[config.mk]
export PLATFORM = sky130hd
export DESIGN_NAME = serial_subtractor16
export DESIGN_NICKNAME = d
export VERILOG_FILES = /design/src/rtl/serial_subtractor16.sv
export SDC_FILE = /design/constraint.sdc
export NUM_CORES = 1
export LEC_CHECK = 0
export CAP_MARGIN = 20
export CORE_UTILIZATION = 56
export DETAILED_ROUTE_END_ITERATION = 8
export PLACE_DENSITY = 0.86
export SLEW_MARGIN = 10
export SYNTH_ARGS = -nofsm -noshare
export SYNTH_HDL_FRONTEND = slang
export SYNTH_SLANG_ARGS = --single-unit
export TNS_END_PERCENT = 100
[constraint.sdc]
create_clock -name clk -period 3.2 [get_ports clk]
set_input_delay 0.96 -clock clk [delete_from_list [all_inputs] [get_ports clk]]
set_output_delay 0.96 -clock clk [all_outputs]
set_load 0.01 [all_outputs]
[src/rtl/serial_subtractor16.sv]
// serial_subtractor16
//   Bit-serial 16-bit subtractor computing a - b - borrowInput (mod 2^16),
//   one bit per clock, LSB first. A start accepted in IDLE latches the
//   operands; 16 RUN edges later the result registers update together and
//   a one-cycle done pulse follows in DONE.
//
// Ports
//   clk          in   rising-edge clock
//   rst_n        in   asynchronous active-low reset
//   start        in   begin a subtraction (sampled only in IDLE)
//   a            in   [15:0] minuend, latched on the accepted start edge
//   b            in   [15:0] subtrahend, latched on the accepted start edge
//   borrowInput  in   borrow into bit 0, latched on the accepted start edge
//   diff         out  [15:0] registered difference
//   borrowOutput out  borrow out of bit 15
//   overflow     out  two's-complement signed overflow
//   zero         out  high when diff == 0
//   busy         out  high in RUN and DONE
//   done         out  one-cycle pulse when a new result is valid
module serial_subtractor16 (
  input  logic        clk,
  input  logic        rst_n,
  input  logic        start,
  input  logic [15:0] a,
  input  logic [15:0] b,
  input  logic        borrowInput,
  output logic [15:0] diff,
  output logic        borrowOutput,
  output logic        overflow,
  output logic        zero,
  output logic        busy,
  output logic        done
);

  localparam logic [1:0] IDLE = 2'd0;
  localparam logic [1:0] RUN  = 2'd1;
  localparam logic [1:0] DONE = 2'd2;

  logic [1:0]  state_q, state_d;
  logic [3:0]  cnt_q,   cnt_d;
  logic [15:0] a_q,     a_d;
  logic [15:0] b_q,     b_d;
  logic [15:0] part_q,  part_d;
  logic        br_q,    br_d;
  logic [15:0] diff_q,  diff_d;
  logic        bo_q,    bo_d;
  logic        ov_q,    ov_d;
  logic        zero_q,  zero_d;

  // Current bit slice: operand LSBs and the running borrow.
  logic ai;
  logic bi;
  logic d_bit;
  logic br_next;

  always_comb begin
    ai      = a_q[0];
    bi      = b_q[0];
    d_bit   = ai ^ bi ^ br_q;
    br_next = (~ai & bi) | (~ai & br_q) | (bi & br_q);
  end

  always_comb begin
    state_d = state_q;
    cnt_d   = cnt_q;
    a_d     = a_q;
    b_d     = b_q;
    part_d  = part_q;
    br_d    = br_q;
    diff_d  = diff_q;
    bo_d    = bo_q;
    ov_d    = ov_q;
    zero_d  = zero_q;

    case (state_q)
      IDLE: begin
        if (start) begin
          a_d     = a;
          b_d     = b;
          br_d    = borrowInput;
          part_d  = '0;
          cnt_d   = '0;
          state_d = RUN;
        end
      end

      RUN: begin
        a_d    = {1'b0, a_q[15:1]};
        b_d    = {1'b0, b_q[15:1]};
        br_d   = br_next;
        part_d = {d_bit, part_q[15:1]};
        // Counter reaches 15 only on the last bit, so the natural 4-bit
        // wrap back to 0 coincides with the move into DONE.
        cnt_d  = cnt_q + 4'd1;
        if (cnt_q == 4'd15) begin
          // On the last bit the operand LSBs are the original sign bits,
          // so overflow can be formed without keeping separate copies.
          diff_d  = part_d;
          bo_d    = br_next;
          ov_d    = (ai != bi) && (d_bit != ai);
          zero_d  = (part_d == 16'h0000);
          state_d = DONE;
        end
      end

      DONE: begin
        state_d = IDLE;
      end

      default: begin
        state_d = IDLE;
      end
    endcase
  end

  always_ff @(posedge clk or negedge rst_n) begin
    if (!rst_n) begin
      state_q <= IDLE;
      cnt_q   <= '0;
      a_q     <= '0;
      b_q     <= '0;
      part_q  <= '0;
      br_q    <= 1'b0;
      diff_q  <= '0;
      bo_q    <= 1'b0;
      ov_q    <= 1'b0;
      zero_q  <= 1'b1;
    end else begin
      state_q <= state_d;
      cnt_q   <= cnt_d;
      a_q     <= a_d;
      b_q     <= b_d;
      part_q  <= part_d;
      br_q    <= br_d;
      diff_q  <= diff_d;
      bo_q    <= bo_d;
      ov_q    <= ov_d;
      zero_q  <= zero_d;
    end
  end

  always_comb begin
    diff         = diff_q;
    borrowOutput = bo_q;
    overflow     = ov_q;
    zero         = zero_q;
    busy         = (state_q == RUN) || (state_q == DONE);
    done         = (state_q == DONE);
  end

endmodule

==> impl.org <==
** Status
- The run finished with clean final reports.

** Clocking
- Clock latency on the worst-skew pair, taken at its later pin, is 0.35 ns.
- After clock tree synthesis, the clock-pin slew on the worst setup and hold paths is 0.07 ns.
- Post-CTS repair changed the size of 0 cells.
- Once the clock tree was built, the setup fixing pass inserted 0 buffers.
- The tree is rooted in a sky130_fd_sc_hd__clkbuf_8.
- In this run the deepest clock path goes through 2 buffers.
- TritonCTS clock tree :: yes
- Buffers inserted during clock tree synthesis total 9.
- The clock drives 73 sinks.
- Cts hold-fix bufs :: 0
- The H-tree was split into 3 levels.

** Critical path
- Crit path launch type :: flop
- Number of buffers and inverters on the critical path :: 2
- At the worst endpoint, the required time is 2.24 ns.
- Slowest CP cell :: sky130_fd_sc_hd__clkdlybuf4s50_1
- In this run the worst path has a maximum fanout of 3.
- CP peak stage delay :: between 0.5 and 0.6 ns
- CP cell instances :: inv_1 > ha_1 > clkdlybuf4s50_1
- Crit path max-delay family :: buffers and inverters
- Crit. End Element :: output pin
- Worst path arrival time :: 1.57 ns
- Type of the worst setup path :: reg -> out

** Cells and area
- Leading cell type in the layout, fill and taps excluded :: sky130_fd_sc_hd__dfrtp_1
- The number of antenna diodes in the final layout is 0.
- Post-synthesis to final-layout area growth :: 23.4%
- The final layout contains approximately 360 nets.
- Cell area after layout :: 4010 µm²
- Leaving out fill and tap cells, the most frequent cells in the layout are sky130_fd_sc_hd__dfrtp_1, sky130_fd_sc_hd__clkdlybuf4s50_1, sky130_fd_sc_hd__nand2_1, sky130_fd_sc_hd__mux2i_1, sky130_fd_sc_hd__o21ai_1.
- Share of cells above drive strength 1 :: 12.8%

** STA
- For the final routed database, the setup TNS stands at 0 ns.
- Timing would allow up to 395 MHz.
- Final number of hold-violating endpoints :: 0
- The final count of pins violating max slew is 0.
- Across the routed clock network, the largest skew measured is 0.00740 ns.
- Measured against its own limit, the worst slew margin works out to around two fifths.
- Once routing completed, OpenROAD measured the worst setup slack at approximately 0.67 ns.
- On the final layout, the worst hold slack is about 0.5 ns.
- Part of the cycle the worst path needs :: 79.2%
- For the pin with the worst max-slew slack, the measured transition is 0.905 ns.
- After layout, the minimum clock period comes to approximately 2.5 ns.
- Setup repair after global routing left no endpoint under its margin.
- # setup viols final :: 0

** Routing
- Via total after detailed routing :: around 2200
- The first detailed-routing pass ran for 4 iterations.
- Sum of routed wire length over all layers :: 5720 µm
- In the routed design, unresolved DRC markers number 0.
- The count of nets left with antenna violations once routing finished came out at 0.
- DRC marker count from the first detailed-route iteration :: 183
- Dividing the detail-routed wire length by the instance count gives 14.6 µm.
- Vias per std cell :: 5.49

** Placement
- Worst setup slack before clock tree synthesis :: slightly above 0.8 ns
- Post-detailed-placement cell area :: between 3000 and 4000 µm²
- Once detailed placement completed, the half-perimeter wirelength came to 3740 µm.
- The congestion estimate from routability-driven global placement came to a little over 0.7.
- Input and output buffers added on the ports amount to 56.

** Power and ir drop
- VDD IR-drop max :: 0.454 mV
- Power spread over the standard cell area amounts to 814 nW/µm².
- Cell leakage power :: 1.89 nW

** Floorplanning
- Initial core utilization :: around three fifths
- Total number of placement rows :: 27
- Vertical extent of the die :: 78.1 µm
- The floorplan step defined a die boundary enclosing 6100 µm².
- The total area inside the core boundary comes to 5540 µm².
- Number of top-level pins :: 57
- The die is 78.1 µm wide.

** Yosys
- Async set or reset register ratio after synthesis :: 100%
- Register area share after synthesis :: 56.3%
- Top_reg_cell synth :: sky130_fd_sc_hd__dfrtp_1
- Counting flops and latches in the post-synthesis netlist gives 73.
- Number of standard cells after synthesis :: 262
- Yosys printed 0 warnings.
- Dividing the synthesized area by the synthesized cell count gives 12.4 µm².
- Synthesized netlist net count :: 304
- The synthesized netlist occupies a cell area of 3250 µm².
- After synthesis, the netlist uses 34 different library cells.
- Yosys mapped a number of flops with a built-in enable equal to 0.

** Worst hold path
- In this run the worst hold path is classified as reg -> reg.

** Global routing
- Remaining Overflow, GRT :: 0
- The first global-routing pass estimated 10000 µm of wire.
- Entering global routing, the biggest net connects 88 pins.
- Vias in the first global route :: roughly 2200
- Initial antenna violation count :: 0
- Overall routing resource usage :: 21.6%

** Job
- Across the run, the number of max-cap violations was 0.
[final timing paths]
check                      startpoint        to  slack [ns]  cells after the start
max                        state_q[0]      busy        0.67                      3
min                           a_q[14]   a_q[14]        0.49                      2
max reg2reg                state_q[1]  cnt_q[3]        1.15                      7
min reg2reg                   a_q[14]   a_q[14]        0.49                      2
max in group asynchronous       rst_n    a_q[4]        1.87                      1
min in group asynchronous       rst_n   diff[5]        0.74                      1
[metal layers]
metal  share of wire [%]  GRT usage (%)  vias to the layer above
met5                   0              0                        -
met4                 1.5           10.0                        0
met3                 5.1           6.16                        9
met2                  47           32.6                       65
met1                  46           28.9                     1047
li1                    -              -                     1031
[state kept, by name, indices dropped and copies added, names as in the netlist]
signal,count
br_q,1
state_q,2
part_q,15
diff,16
zero,1
borrowOutput,1
b_q,16
overflow,1
a_q,16
cnt_q,4
[per-stage QoR]
step / power, mW / instances / util [%]
final: 3.26 / 392 / 72.3
after floorplan: 2.33 / 262 / -
after CTS: 3.29 / 392 / 72.3
after global routing: 3.51 / 392 / 72.3
after detailed placement: 2.59 / 376 / 68.9
after global placement: 2.52 / 376 / 68.9
[worst register-to-register path: cells and delay by family, from the launching register on]
kind | cells | cell delay [ns]
AO/OA/AOI/OAI | 2 | 0.36
adder cells (fa/ha/maj) | 1 | 0.20
buffers and inverters | 3 | 0.85
flip-flops | 1 | 0.39
multiplexers | 1 | 0.14
[report_power, final]
group	switching, mW	internal [mW]
logic	0.635	0.532
clock network	0.316	0.380
registers	0.190	1.20
[final cells by class]
type                    count  area [µm²]
flip-flops and latches     73        1830
fillers                   420        1540
multi-input cells         169        1300
repair buffers             58         586
clock buffers              13         149
well taps                  72        90.1
clock inverters             3        40.0
inverters                   4        15.0
[Yosys cell counts (2+ instances only)]
cell type	n	area, µm²
sky130_fd_sc_hd__a21oi_1	3	15.0
sky130_fd_sc_hd__a22o_1	16	140
sky130_fd_sc_hd__buf_2	3	15.0
sky130_fd_sc_hd__buf_4	8	60.1
sky130_fd_sc_hd__buf_6	3	33.8
sky130_fd_sc_hd__clkbuf_1	2	7.51
sky130_fd_sc_hd__dfrtp_1	72	1800
sky130_fd_sc_hd__ha_1	5	62.6
sky130_fd_sc_hd__inv_1	3	11.3
sky130_fd_sc_hd__mux2_2	4	45.0
sky130_fd_sc_hd__mux2_4	13	195
sky130_fd_sc_hd__mux2i_1	31	310
sky130_fd_sc_hd__nand2_1	39	146
sky130_fd_sc_hd__nand2b_1	2	12.5
sky130_fd_sc_hd__nand3_1	2	10.0
sky130_fd_sc_hd__nor4_1	3	18.8
sky130_fd_sc_hd__o21ai_0	6	30.0
sky130_fd_sc_hd__o21ai_1	30	150
sky130_fd_sc_hd__o31ai_1	2	15.0
[logic make-up (layout without fill, tap and decap cells)]
kind of cell    Yosys count  in the layout  share of synthesized area [%]
flops                    73             73                           56.3
compound gates           61             61                           12.0
simple gates             52             52                           7.40
mux                      49             49                           17.4
buf+inv                  20             78                           4.05
fa+ha+maj                 6              6                           2.54
xor+xnor                  1              1                          0.270
No activity file was read; power rests on OpenSTA's default activity.
